==> config.mk <==
export PLATFORM = sky130hd
export DESIGN_NAME = result_drain
export DESIGN_NICKNAME = d
export VERILOG_FILES = /design/src/rtl/result_drain.sv
export SDC_FILE = /design/constraint.sdc
export NUM_CORES = 1
export LEC_CHECK = 0
export CORE_MARGIN = 1
export CORE_UTILIZATION = 40
export CTS_BUF_LIST = sky130_fd_sc_hd__clkbuf_4
export DETAILED_ROUTE_END_ITERATION = 10
export PLACE_DENSITY = 0.73
export SLEW_MARGIN = 20
export SYNTH_ARGS = -nofsm -noshare
export SYNTH_HDL_FRONTEND = slang
export SYNTH_SLANG_ARGS = --single-unit
export TNS_END_PERCENT = 100
==> constraint.sdc <==
create_clock -name clock -period 4.1 [get_ports clock]
set_clock_uncertainty 0.2 [all_clocks]
set_input_delay 0.615 -clock clock [delete_from_list [all_inputs] [get_ports clock]]
set_output_delay 0.615 -clock clock [all_outputs]
set_load 0.005 [all_outputs]
==> src/rtl/result_drain.sv <==
// result_drain: serialises a captured result store into a checksummed byte frame
module result_drain #(
    parameter int NUMPOSITIONS = 5,
    parameter int VALUEBITS    = 9,
    parameter int NUMRESULTS   = 5
) (
    input  logic                                                 clock,
    input  logic                                                 reset,
    input  logic                                                 done_in,
    input  logic [5:0]                                           num_results_in,
    input  logic [(NUMPOSITIONS+1)*VALUEBITS*NUMRESULTS-1:0]     results_in,
    output logic [7:0]                                           tx_data,
    output logic                                                 tx_valid,
    input  logic                                                 tx_ready,
    output logic                                                 busy,
    output logic [7:0]                                           frames_sent
);
    localparam int W     = (NUMPOSITIONS + 1) * VALUEBITS * NUMRESULTS;
    localparam int MARKS = (NUMPOSITIONS + 1) * NUMRESULTS;
    localparam int RW    = $clog2(MARKS + 1);
    localparam logic [6:0] NRC = (NUMRESULTS > 63) ? 7'd63 : 7'(NUMRESULTS);

    typedef enum logic [2:0] {IDLE, HEADER, COUNT, HI, LO, CHK} state_t;

    state_t          state;
    logic            done_q;
    logic [W-1:0]    cap;
    logic [W-1:0]    cap_sh;
    logic [5:0]      cnt;
    logic [5:0]      cnt_in;
    logic [RW-1:0]   rem;
    logic [7:0]      chk;
    logic [15:0]     mark;
    logic [15:0]     mark_next;
    logic            xfer;
    logic            trigger;

    // Current mark is always the top field of the capture register; it shifts up one mark per LO byte
    always_comb begin
        cnt_in    = ({1'b0, num_results_in} > NRC) ? NRC[5:0] : num_results_in;
        xfer      = tx_valid & tx_ready;
        trigger   = (state == IDLE) & done_in & ~done_q;
        cap_sh    = cap << VALUEBITS;
        mark      = 16'(cap[W-1 -: VALUEBITS]);
        mark_next = 16'(cap_sh[W-1 -: VALUEBITS]);
    end

    // Frame sequencer with registered byte, valid and busy outputs
    always_ff @(posedge clock) begin
        if (reset) begin
            state       <= IDLE;
            done_q      <= 1'b0;
            cap         <= '0;
            cnt         <= '0;
            rem         <= '0;
            chk         <= '0;
            tx_data     <= '0;
            tx_valid    <= 1'b0;
            busy        <= 1'b0;
            frames_sent <= '0;
        end else begin
            done_q <= done_in;
            case (state)
                IDLE: if (trigger) begin
                    state    <= HEADER;
                    cap      <= results_in;
                    cnt      <= cnt_in;
                    rem      <= RW'(32'(cnt_in) * (NUMPOSITIONS + 1));
                    chk      <= '0;
                    tx_data  <= 8'hA5;
                    tx_valid <= 1'b1;
                    busy     <= 1'b1;
                end
                HEADER: if (xfer) begin
                    state   <= COUNT;
                    tx_data <= {2'b00, cnt};
                end
                COUNT: if (xfer) begin
                    chk     <= chk ^ tx_data;
                    state   <= (cnt != 6'd0) ? HI : CHK;
                    tx_data <= (cnt != 6'd0) ? mark[15:8] : chk ^ tx_data;
                end
                HI: if (xfer) begin
                    chk     <= chk ^ tx_data;
                    state   <= LO;
                    tx_data <= mark[7:0];
                end
                LO: if (xfer) begin
                    chk     <= chk ^ tx_data;
                    cap     <= cap_sh;
                    rem     <= rem - RW'(1);
                    state   <= (rem == RW'(1)) ? CHK : HI;
                    tx_data <= (rem == RW'(1)) ? chk ^ tx_data : mark_next[15:8];
                end
                CHK: if (xfer) begin
                    state       <= IDLE;
                    tx_valid    <= 1'b0;
                    busy        <= 1'b0;
                    frames_sent <= frames_sent + 8'd1;
                end
                default: begin
                    state    <= IDLE;
                    tx_valid <= 1'b0;
                    busy     <= 1'b0;
                end
            endcase
        end
    end
endmodule

# ---- Word-level counts from Yosys, hierarchy flattened
# Cells that the tools add are included.
dict set report word_totals {
  latchBits 0
  register_bits 310
  output_inout_bits 18
  mem_bits_ro 0
  memories 0
  ramBits 0
}
dict set report classes {
  n_bitwise 6
  eq_ne 13
  shift 0
  n_lt_le_gt_ge 1
  reduce_logical 14
  n_mux 30
  n_addsub 2
  div_mod_pow 0
  n_mul 1
}
# cell n
set ops {}
lappend ops {{270-bit 2-to-1 mux} 2}
lappend ops {{270-bit case mux with 2 select lines} 1}
lappend ops {{8-bit 2-to-1 mux} 9}
lappend ops {{8-bit case mux with 5 select lines} 1}
lappend ops {{3-bit 2-to-1 mux} 8}
lappend ops {{3-bit case mux with 6 select lines} 1}
lappend ops {{8-bit case mux with 2 select lines} 1}
lappend ops {{2-bit inequality test (second input constant)} 6}
lappend ops {{6-bit AND reduction} 2}
lappend ops {{5-bit 2-to-1 mux} 2}
lappend ops {{5-bit case mux with 2 select lines} 1}
lappend ops {{3-bit AND reduction} 3}
lappend ops {{8-bit by 1-bit adder with 8-bit output (second input constant)} 1}
lappend ops {{8-bit bitwise XOR} 1}
lappend ops {{3-bit by 2-bit equality test with 1-bit output (second input constant)} 2}
lappend ops {{3-bit equality test (second input constant)} 2}
lappend ops {{6-bit by 3-bit > comparator with 1-bit output (second input constant)} 1}
lappend ops {{6-bit by 2-bit multiplier with 4-bit output (second input constant)} 1}
lappend ops {{6-bit 2-to-1 mux} 1}
lappend ops {{6-bit nonzero test} 1}
lappend ops {{5-bit by 1-bit equality test with 1-bit output (second input constant)} 1}
lappend ops {{5-bit nonzero test} 1}
lappend ops {{5-bit by 1-bit subtractor with 5-bit output (second input constant)} 1}
lappend ops {{2-bit AND reduction} 2}
lappend ops {{10 further kinds} 15}

# ---- Longest topological paths before layout
# Gate-level depths: netlist of the first run.
dict set report depth {
  word_depth 5
  ltp_mapped 8
}

# ---- Least setup slack after synthesis of the first run
# No wires, ideal clock.
dict set report synth_timing {
  kind {input to register}
  startpoint {input port num_results_in[5]}
  endpoint {register rem[3]}
  path_slack_ns 1.744
  setup_ns 0.132
  arrival_time_ns 2.024
  stages 7
  n_path_buf 0
  cell_sequence {nor4_1 -> and2_1 -> ha_1 -> ha_1 -> mux2_2 -> nand2_1 -> a21oi_1}
}
dict set report synth_via {
  elab_chain_cells 5
}
# item line_no
set synth_lines {}
lappend synth_lines {{from (decl)} 10} ;# input logic [5:0] num_results_in,
lappend synth_lines {{6-bit by 3-bit > comparator with 1-bit output} 40} ;# cnt_in = ({1'b0, num_results_in} > NRC) ? NRC[5:0] : num_results_in;
lappend synth_lines {{6-bit 2-to-1 mux} 40}
lappend synth_lines {{6-bit by 2-bit multiplier with 4-bit output} 68} ;# rem <= RW'(32'(cnt_in) * (NUMPOSITIONS + 1));
lappend synth_lines {{5-bit 2-to-1 mux} 64} ;# IDLE: if (trigger) begin
lappend synth_lines {{5-bit case mux with 2 select lines} 63} ;# case (state)
lappend synth_lines {{to (signal assigned)} 68}
lappend synth_lines {{to (signal assigned)} 91} ;# rem <= rem - RW'(1);
lappend synth_lines {{to (decl)} 31} ;# logic [RW-1:0] rem;
# No other way between the ends. The select of a mux whose other input is x is not followed.
# A chain may end at the register's enable or synchronous reset.

# ---- Worst setup path after layout of the first run
dict set report layout_timing {
  startpoint {register state[0]}
  endpoint {register cap[121]}
}
dict set report layout_via {
  elab_chain_cells 5
  elab_cells_between_ends 9
  classes_between {3 x eq/ne; 1 x mux; 2 x bitwise; 3 x reduce/logical}
}
# item line_no
set layout_lines {}
lappend layout_lines {{from (decl)} 25} ;# state_t state;
lappend layout_lines {{from (signal assigned)} 80} ;# state <= (cnt != 6'd0) ? HI : CHK;
lappend layout_lines {{from (signal assigned)} 92} ;# state <= (rem == RW'(1)) ? CHK : HI;
lappend layout_lines {{3-bit zero test} {42, 63}}
lappend layout_lines {{1-bit bitwise AND (2 in a row)} 42} ;# trigger = (state == IDLE) & done_in & ~done_q;
lappend layout_lines {{2-bit inequality test (no line)} n/a}
lappend layout_lines {{3-bit AND reduction (no line)} n/a}
lappend layout_lines {{to (signal assigned)} 66} ;# cap <= results_in;
lappend layout_lines {{to (signal assigned)} 90} ;# cap <= cap_sh;
lappend layout_lines {{to (decl)} 27} ;# logic [W-1:0] cap;
# Several ways; a longest one is shown, not always the timed one.

==> summary.md, run 1 <==
| Metric | Value |
|---|---|
| Area Overhead vs Synth | `30.6%` |
| HPWL Detailed | `25.8 mm` |
| Flops & latches, synth | `310` |
| Initial Utilization | `about two fifths` |
| Setup crit start kind | `register` |
| Std cell rows | `67` |
| Setup WS pre-CTS | `a little under 800 ps` |
| Grt met3 use | `5.52%` |
| Min Hold Slack | `232 ps` |
| Cells after Synth | `1774` |
| Hold path start | `reset` |
| RSZ-0062 raised after global routing | `false` |
| Slew @ Worst Pin | `1020 ps` |
| Bufs and invs on worst path | `3` |
| Crit-path max cell delay | `700 ps` |
| Drt drc | `0` |
| Max-cap violations | `0` |
| Die X | `around 190 um` |
| CP dominant cell by count | `buf_4` |
| Distinct cells, synth | `53` |
| Busiest grt layer | `met2` |
| CP max FO | `47` |
| Chip Height | `187 um` |
| Crit path max-delay family | `buffers and inverters` |
| Final Critical Period | `2860 ps` |
| Hold Crit Class | `in -> reg` |
| Clk sinks | `310` |
| Setup crit start | `state[0]` |
| Core box area | `33600 um^2` |
| DR vias/cell | `5.35` |
| Worst r2r src | `state[0]` |
| CP Data Required Time | `about 4400 ps` |
| Peak supply drop | `between 0.15 and 0.2 mV` |
| PortBufs | `297` |
| Slew Limit Fails | `0` |
| Synth Cell Area | `between 10000 and 15000 um^2` |
| Initial antenna violation count | `8` |
| Syn Nets | `2059` |
| WL/cell | `15.7 um` |
| CP endpoint kind | `register` |
| Inst Count DP | `2373` |
| Layout cells sized above 1 | `~7.6%` |
| Part of the Yosys area used for sequential elements | `45.2%` |
| Routability cong. | `around 0.86` |
| DRT iter0 DRCs | `990` |
| GRT overflow | `0` |
| Worst r2r path cells | `7` |
| Met1 Resource Use GR | `28.6%` |
| CP Class | `reg -> reg` |
| Ports | `between 200 and 300` |
| Met2 global-route usage | `35.1%` |
| Status | `finished, final reports clean` |
| Clock Path Buffers | `3` |
| Most used flip-flop cell after synthesis | `dfxtp_1` |
| Share of flip-flops with an asynchronous set or reset | `0%` |
| Ys Warns | `0` |
| Vias after detailed routing | `between 10000 and 15000` |
| Drt first pass iters | `8` |
| First-pass GRT wire length | `approximately 64 mm` |
| CTS tree | `built` |
| CP arrival | `3200 ps` |
| Cts-stage hold buffer count | `0` |
| Postcts setup bufs | `0` |
| Hold Vio Cnt, Final | `0` |
| Final wirelength | `39.6 mm` |
| Finished Layout Cells | `2524` |
| Via count of the first global-routing pass | `12800` |
| Setup TNS Final | `0 ps` |
| Routed Antenna Nets | `0` |
| Root Driver | `clkbuf_4` |
| Critical Path Stages | `7` |
| Max Clock Freq | `between 300 and 400 MHz` |
| Total GRT Usage | `22.0%` |
| DIE AREA | `35000 um^2` |
| Worst path cell trace | `buf_4, or4b_1, o22ai_4, buf_12, buf_4, nor2_1, a311oi_1` |
| CTS Buf Count | `83` |
| Slowest CP cell | `or4b_1` |
| Final Setup Violations | `0` |
| Slew headroom | `32.1%` |
| Largest net degree at the start of global routing | `173` |
| Worst-path clk slew | `70 ps` |
| Synthesized area per cell | `7.73 um^2` |
| Tcrit/Tclk final | `between 60% and 70%` |
| Latest clock arrival within the worst-skew pair | `690 ps` |
| Hold-critical path depth | `2` |
| Worst setup margin | `1240 ps` |
| Max H-tree Level | `3` |
| Lkg Pwr | `6.73 nW` |
| Nets | `about 2300` |
| Post-CTS sizing | `0` |
| Post-synth EDFFs | `0` |
| Pwr dens | `414 nW/um^2` |
power breakdown:
part / switching (mW) / total [mW] / leakage, nW / internal (mW)
logic: 0.580 / 1.16 / 3.55 / 0.577
clock network: 1.29 / 2.77 / 0.624 / 1.48
registers: 0.175 / 3.49 / 2.55 / 3.31
routing by layer:
layer	routed length [um]	part of all wire [%]
met4	1020	2.6
met3	2890	7.3
met5	27	0.068
met1	17400	44
met2	18200	46
flip-flops by register name, indices dropped and copies added, names as in the netlist:
register     flops
busy             1
cap            270
chk              8
cnt              6
done_q           1
frames_sent      8
rem              5
state            3
tx_data          8
worst register-to-register path, stage by stage (launching register included):
cell and delay (ps):
dfxtp_1 300, buf_4 200, or4b_1 700, o22ai_4 230, buf_12 270, buf_4 450
nor2_1 100, a311oi_1 270
Yosys cell counts, drive strengths merged (2+ instances only):
cell type / number / area [um^2]
a211oi: 8 / 60.1
a21o: 5 / 37.5
a21oi: 19 / 95.1
a221o: 2 / 20.0
a222oi: 2 / 20.0
a22oi: 14 / 105
a311oi: 263 / 2300
a31oi: 3 / 18.8
and2: 3 / 18.8
and3: 3 / 18.8
buf: 64 / 330
clkbuf: 106 / 398
dfxtp: 310 / 6210
ha: 5 / 62.6
inv: 10 / 37.5
mux2: 2 / 22.5
mux2i: 8 / 80.1
nand2: 547 / 2050
nand2b: 4 / 25.0
nand3: 11 / 55.1
nand4: 5 / 31.3
nor2: 294 / 1100
nor2b: 13 / 81.3
nor3: 7 / 35.0
nor3b: 6 / 50.1
nor4: 5 / 31.3
o211ai: 5 / 37.5
o21ai: 14 / 70.1
o22ai: 2 / 26.3
o32ai: 2 / 17.5
or3: 5 / 31.3
or4b: 4 / 40.0
xnor2: 6 / 52.6
xor2: 4 / 35.0
final timing paths:
kind               to  slack (ps)
min            rem[0]         230
min reg2reg  cap[147]         240
max reg2reg  cap[121]        1240
max          cap[121]        1240
layout make-up:
cell class	instances	area, um^2
fill	3206	15700
multi-input combinational	1283	6750
sequential	310	6210
timing repair buffer	321	3280
clock buffer	114	856
tap	448	561
clock inverter	30	205
inverter	11	41.3
antenna	7	17.5
through the flow:
step | instance area, um^2 | utilization [%] | power (mW)
floorplan | 13700 | - | 4.23
global placement | 16800 | 50.1 | 4.67
detailed placement | 16800 | 50.1 | 4.70
CTS | 17900 | 53.3 | 7.49
global route | 17900 | 53.3 | 7.83
finish | 17900 | 53.3 | 7.41
logic make-up (layout without fill, tap and decap cells):
family / Yosys count / after routing / share of synthesized area [%]
AND/OR/NAND/NOR: 910 / 910 / 26.2
XOR/XNOR: 10 / 10 / 0.638
other: 0 / 7 / 0
adder cells (fa/ha/maj): 5 / 5 / 0.456
AO/OA/AOI/OAI: 348 / 348 / 21.1
multiplexers: 10 / 10 / 0.748
buffers and inverters: 181 / 476 / 5.61
flip-flops: 310 / 310 / 45.2
layout by cell type (no fill, tap or decap), drive strengths merged, types with 2 or more instances in the layout:
cell,count
a211oi,8
a21o,5
a21oi,19
a221o,2
a222oi,2
a22oi,14
a311oi,263
a31oi,3
and2,3
and3,3
buf,25
bufinv,3
clkbuf,114
clkdlybuf4s50,296
clkinv,27
dfxtp,310
diode,7
ha,5
inv,11
mux2,2
mux2i,8
nand2,547
nand2b,4
nand3,11
nand4,5
nor2,294
nor2b,13
nor3,7
nor3b,6
nor4,5
o211ai,5
o21ai,14
o22ai,2
o32ai,2
or3,5
or4b,4
xnor2,6
xor2,4
(Power assumes the default switching activity.)
==> run 2, diff against run 1 <==
==> constraint.sdc (replaced) <==
create_clock -name clock -period 3 [get_ports clock]
set_clock_uncertainty 0.2 [all_clocks]
set_input_delay 0.45 -clock clock [delete_from_list [all_inputs] [get_ports clock]]
set_output_delay 0.45 -clock clock [all_outputs]
set_load 0.005 [all_outputs]
==> summary.md, run 2 (same netlist as run 1, synthesis figures left out) <==
| Metric | Value |
|---|---|
| Status | `finished, final reports clean` |
| Comb power frac | `15.7% (about the same)` |
| Final Setup Violations | `0 (unchanged)` |
| Reg with most FFs | `cap` |
| Inst Count DP | `2389 (+0.67%)` |
| Core Util, Final | `54.2% (+0.92 points)` |
| Psw | `2.84 mW (+39%)` |
| Max FFs per register | `270 (unchanged)` |
| PortBufs | `297 (unchanged)` |
| Sw Share | `27.1% (-0.46 points)` |
| Via count of the first global-routing pass | `13100 (+1.9%)` |
| Finished Layout Cells | `2546 (+0.87%)` |
| Hold Vio Cnt, Final | `0 (unchanged)` |
| Worst r2r src | `state[2]` |
| Max-cap violations | `0 (unchanged)` |
| Setup crit start kind | `register` |
| RSZ-0062 raised after global routing | `false` |
| DR vias/cell | `5.36 (+0.20%)` |
| Pwr dens | `574 nW/um^2 (+39%)` |
| Most frequent cells in the layout | `nand2_1, dfxtp_1, clkdlybuf4s50_1` |
| Clk sinks | `310 (unchanged)` |
| Root Driver | `clkbuf_4` |
| Sequential share of power | `45.6% (-1.4 points)` |
| Worst-path clk slew | `60 ps (about the same)` |
| Std cell rows | `67 (unchanged)` |
| Slew headroom | `49.1% (+17 points)` |
| Chip Height | `187 um (unchanged)` |
| Slew @ Worst Pin | `763 ps (-256 ps)` |
| Initial antenna violation count | `6 (-2)` |
| Final wirelength | `40.2 mm (+1.5%)` |
| Hold Crit Class | `in -> reg` |
| Max H-tree Level | `3 (unchanged)` |
| GRT overflow | `0 (unchanged)` |
| First-pass GRT wire length | `65.4 mm (+1.8%)` |
| Most common cell after layout, fill and taps aside | `nand2_1` |
| DRT iter0 DRCs | `1078 (+8.9%)` |
| CTS Buf Count | `87 (+4.8%)` |
| Vias after detailed routing | `13600 (+1.1%)` |
| Max Clock Freq | `407 MHz (+16%)` |
| CP arrival | `2810 ps (-390 ps)` |
| Routed Antenna Nets | `0 (unchanged)` |
| Die X | `187 um (unchanged)` |
| Postcts setup bufs | `0 (unchanged)` |
| Setup TNS Final | `0 ps (unchanged)` |
| Clock power share | `38.8% (+1.4 points)` |
| Total GRT Usage | `22.5% (+0.41 points)` |
| Drt first pass iters | `5 (-3)` |
| Fillers | `3134 (-2.2%)` |
| Initial Utilization | `40.8% (unchanged)` |
| Area Overhead vs Synth | `32.9%` |
| Cts-stage hold buffer count | `1 (+1)` |
| Layout cells sized above 1 | `9.12% (+1.5 points)` |
| Final Critical Period | `2460 ps (-400 ps)` |
| CP endpoint | `cap[123]` |
| DIE AREA | `35000 um^2 (unchanged)` |
| Post-CTS sizing | `0 (unchanged)` |
| CP max FO | `51 (+8.5%)` |
| Clock Path Buffers | `3 (unchanged)` |
| Worst r2r path cells | `6 (-1)` |
| Largest net degree at the start of global routing | `172 (-0.58%)` |
| Lkg Pwr | `6.90 nW (+2.6%)` |
| Peak supply drop | `0.261 mV (+40%)` |
| R2R Path End | `cap[123]` |
| Tcrit/Tclk final | `81.9% (+12 points)` |
| Routability cong. | `0.879 (+2.6%)` |
| CP Class | `reg -> reg` |
| HPWL Detailed | `26.7 mm (+3.3%)` |
| CP Data Required Time | `3350 ps (-1090 ps)` |
| Latest clock arrival within the worst-skew pair | `670 ps (-20 ps)` |
| Ports | `298 (unchanged)` |
| Cell Int Power | `7.63 mW (+42%)` |
| CTS tree | `built` |
| Core box area | `33600 um^2 (unchanged)` |
| Slew Limit Fails | `0 (unchanged)` |
| Nets | `2316 (+0.92%)` |
| Setup crit start | `state[2]` |
| Drt drc | `0 (unchanged)` |
| CP endpoint kind | `register` |
| WL/cell | `15.8 um (+0.63%)` |
| Reg2Reg Setup Slack | `540 ps (-700 ps)` |
run 2: critical path, cell delays in order, from the launching register on:
cell	delay, ps
dfxtp_1	530
or3b_4	510
o22ai_4	200
buf_12	270
buf_12	260
nor2_1	60
a311oi_1	270
run 2: cell type report:
cell class | instances | area (um^2) | share of cell area (%)
timing repair buffer | 338 | 3490 | 19.1
inverter | 11 | 41.3 | 0.227
antenna | 3 | 7.51 | 0.0412
clock buffer | 133 | 998 | 5.48
tap | 448 | 561 | 3.08
multi-input combinational | 1283 | 6760 | 37.1
clock inverter | 20 | 169 | 0.927
sequential | 310 | 6210 | 34.0
run 2: metrics by stage:
stage | worst slack (ps) | area, um^2 | hold WS (ps) | power (mW)
after global routing | 410 | 18200 | 80.5 | 11.1
final | 543 | 18200 | 145 | 10.5
after floorplan | 809 | 13700 | 243 | 5.78
after CTS | 547 | 18200 | 65.9 | 10.6
after detailed placement | 102 | 17000 | 268 | 6.48
after global placement | 155 | 17000 | 256 | 6.43
run 2: power groups by stage:
stage	sequential, mW	clock, mW	combinational, mW
5_1_grt	4.82	4.41	1.82
3_5_place_dp	4.85	0	1.63
6_report	4.77	4.06	1.64
2_1_floorplan	4.77	0	1.00
3_3_place_gp	4.84	0	1.58
4_1_cts	4.77	4.18	1.64
run 2: routing by layer:
metal	part of all wire [%]	wire (um)	track usage, %
met5	0.10	41	0
met4	3.0	1190	8.86
met3	6.8	2750	4.92
met2	46	18400	35.4
met1	44	17800	29.8
run 2: worst min path at each step:
stage / startpoint / end / slack [ps] / depth (start not counted)
3_3_place_gp: chk[3] / chk[3] / 260 / 2
5_1_grt: results_in[73] / cap[73] / 80 / 3
3_5_place_dp: cap[203] / cap[212] / 270 / 2
6_report: results_in[46] / cap[46] / 140 / 3
2_1_floorplan: chk[1] / chk[1] / 240 / 2
4_1_cts: results_in[40] / cap[40] / 70 / 3
==> run 3, diff against run 2 <==
==> constraint.sdc (replaced) <==
create_clock -name clock -period 2.6 [get_ports clock]
set_clock_uncertainty 0.2 [all_clocks]
set_input_delay 0.39 -clock clock [delete_from_list [all_inputs] [get_ports clock]]
set_output_delay 0.39 -clock clock [all_outputs]
set_load 0.005 [all_outputs]
==> summary.md, run 3 (same netlist as run 1, synthesis figures left out) <==
| Metric | Value |
|---|---|
| CTS tree | `built` |
| Total GRT Usage | `22.6% (+0.12 points)` |
| WL/cell | `15.8 um (+0.33%)` |
| Hold Vio Cnt, Final | `0 (unchanged)` |
| RSZ-0062 raised after global routing | `false` |
| Setup crit start kind | `register` |
| Post-CTS sizing | `0 (unchanged)` |
| Vias after detailed routing | `13800 (+0.99%)` |
| Root Driver | `clkbuf_4` |
| Routed Antenna Nets | `0 (unchanged)` |
| Latest clock arrival within the worst-skew pair | `680 ps (about the same)` |
| Tcrit/Tclk final | `90.9%` |
| Slew headroom | `43.3% (-5.8 points)` |
| Final Critical Period | `2360 ps` |
| Max FFs per register | `270 (unchanged)` |
| Hold Crit Class | `in -> reg` |
| CTS Buf Count | `83 (-4.6%)` |
| Pwr dens | `647 nW/um^2 (+13%)` |
| Slowest CP cell | `clkdlybuf4s50_1` |
| Max H-tree Level | `3 (unchanged)` |
| HPWL Detailed | `27.5 mm (+3.1%)` |
| Via count of the first global-routing pass | `13300 (+2.0%)` |
| Drt first pass iters | `5 (unchanged)` |
| Slew @ Worst Pin | `850 ps (+87.2 ps)` |
| Slew Limit Fails | `0 (unchanged)` |
| Clk sinks | `310 (unchanged)` |
| PortBufs | `297 (unchanged)` |
| Worst setup margin | `236 ps (-307 ps)` |
| Reg with most FFs | `cap` |
| Max-cap violations | `0 (unchanged)` |
| Peak supply drop | `0.278 mV (+6.6%)` |
| Area Overhead vs Synth | `33.7%` |
| Std cell rows | `67 (unchanged)` |
| Crit-path max cell delay | `570 ps (+40 ps)` |
| Most common cell after layout, fill and taps aside | `nand2_1` |
| Core box area | `33600 um^2 (unchanged)` |
| First-pass GRT wire length | `65.6 mm (+0.31%)` |
| Worst-path clk slew | `60 ps (about the same)` |
| Initial Utilization | `40.8% (unchanged)` |
| DR vias/cell | `5.39 (+0.55%)` |
| Most frequent cells in the layout | `nand2_1, dfxtp_1, clkdlybuf4s50_1` |
| Final Setup Violations | `0 (unchanged)` |
| Layout cells sized above 1 | `9.89% (+0.77 points)` |
| Routability cong. | `0.845 (-3.9%)` |
| Cts-stage hold buffer count | `1 (unchanged)` |
| Drt drc | `0 (unchanged)` |
| CP Class | `reg -> out` |
| Bufs and invs on worst path | `1 (-1)` |
| GRT overflow | `0 (unchanged)` |
| Ports | `298 (unchanged)` |
| DIE AREA | `35000 um^2 (unchanged)` |
| Crit path max-delay family | `buffers and inverters` |
| CP endpoint kind | `output pin` |
| Fillers | `3118 (-0.51%)` |
| Max Clock Freq | `between 400 and 500 MHz` |
| Placed Area | `17200 um^2 (+1.2%)` |
| Pwr Total | `11.9 mW (+13%)` |
| Chip Height | `187 um (unchanged)` |
| Lkg Pwr | `6.97 nW (+0.91%)` |
| Clock Path Buffers | `3 (unchanged)` |
| Largest net degree at the start of global routing | `156 (-9.3%)` |
| CP max FO | `10 (-80%)` |
| Worst path cell trace | `clkdlybuf4s50_1` |
| CP Data Required Time | `2010 ps (-1340 ps)` |
| Final wirelength | `40.5 mm (+0.76%)` |
| Nets | `2335 (+0.82%)` |
| Inst Count DP | `2412 (+0.96%)` |
| Cell area after layout | `18300 um^2 (+0.62%)` |
| DRT iter0 DRCs | `1059 (-1.8%)` |
| Status | `finished, final reports clean` |
| Initial antenna violation count | `9 (+3)` |
| Die X | `187 um (unchanged)` |
| CP arrival | `1770 ps (-1040 ps)` |
| Setup WS pre-CTS | `-273 ps (-375 ps)` |
| Finished Layout Cells | `2557 (+0.43%)` |
| Postcts setup bufs | `0 (unchanged)` |
-- run 3: cell types whose count changed in the layout (fill, tap and decap cells not counted), sizes merged --
cell      previous run  this run
buf                 41        64
clkinv              17         6
clkbuf             133       128
diode                3         6
clkinvlp             0         2
bufinv               3         2
-- run 3: final cells by class --
cell class                 instances  area [um^2]  area share [%]
clock inverter                    10          103           0.559
antenna                            6         15.0          0.0819
sequential                       310         6210            33.8
inverter                          11         41.3           0.225
multi-input combinational       1283         6760            36.8
timing repair buffer             361         3700            20.2
clock buffer                     128          961            5.24
tap                              448          561            3.06
-- run 3: per-layer routing --
layer	track usage (%)	up-vias	wire length [um]
met4	9.30	6	1130
met1	29.4	6387	18000
li1	-	6811	-
met2	36.3	490	18700
met3	4.67	85	2590
met5	0	-	48
-- run 3: power breakdown --
part / total [mW] / switching [mW] / internal, mW
logic: 1.96 / 0.961 / 0.997
registers: 5.50 / 0.280 / 5.22
clock network: 4.41 / 1.99 / 2.42
total: 11.9 / 3.23 / 8.64
-- run 3: final timing paths --
| kind | cells after the start | to | startpoint | slack, ps |
|---|---|---|---|---|
| min reg2reg | 2 | cap[126] | cap[117] | 240 |
| max reg2reg | 6 | tx_data[2] | state[0] | 270 |
| max | 1 | busy | busy | 240 |
| min | 3 | cap[165] | results_in[165] | 90 |
-- run 3: per-stage QoR --
stage	utilization (%)	hold slack (ps)	TNS, ps
after detailed placement	51.3	267	-26380
after global routing	54.6	31.6	0
after floorplan	-	243	0
after CTS	54.5	10.1	0
final	54.6	88.1	0
after global placement	51.3	252	-13800
-- run 3: worst register-to-register path: cells and delay by family (launching register included) --
family | cells | cell delay [ps]
flip-flops | 1 | 310
AO/OA/AOI/OAI | 2 | 440
buffers and inverters | 2 | 410
AND/OR/NAND/NOR | 2 | 900
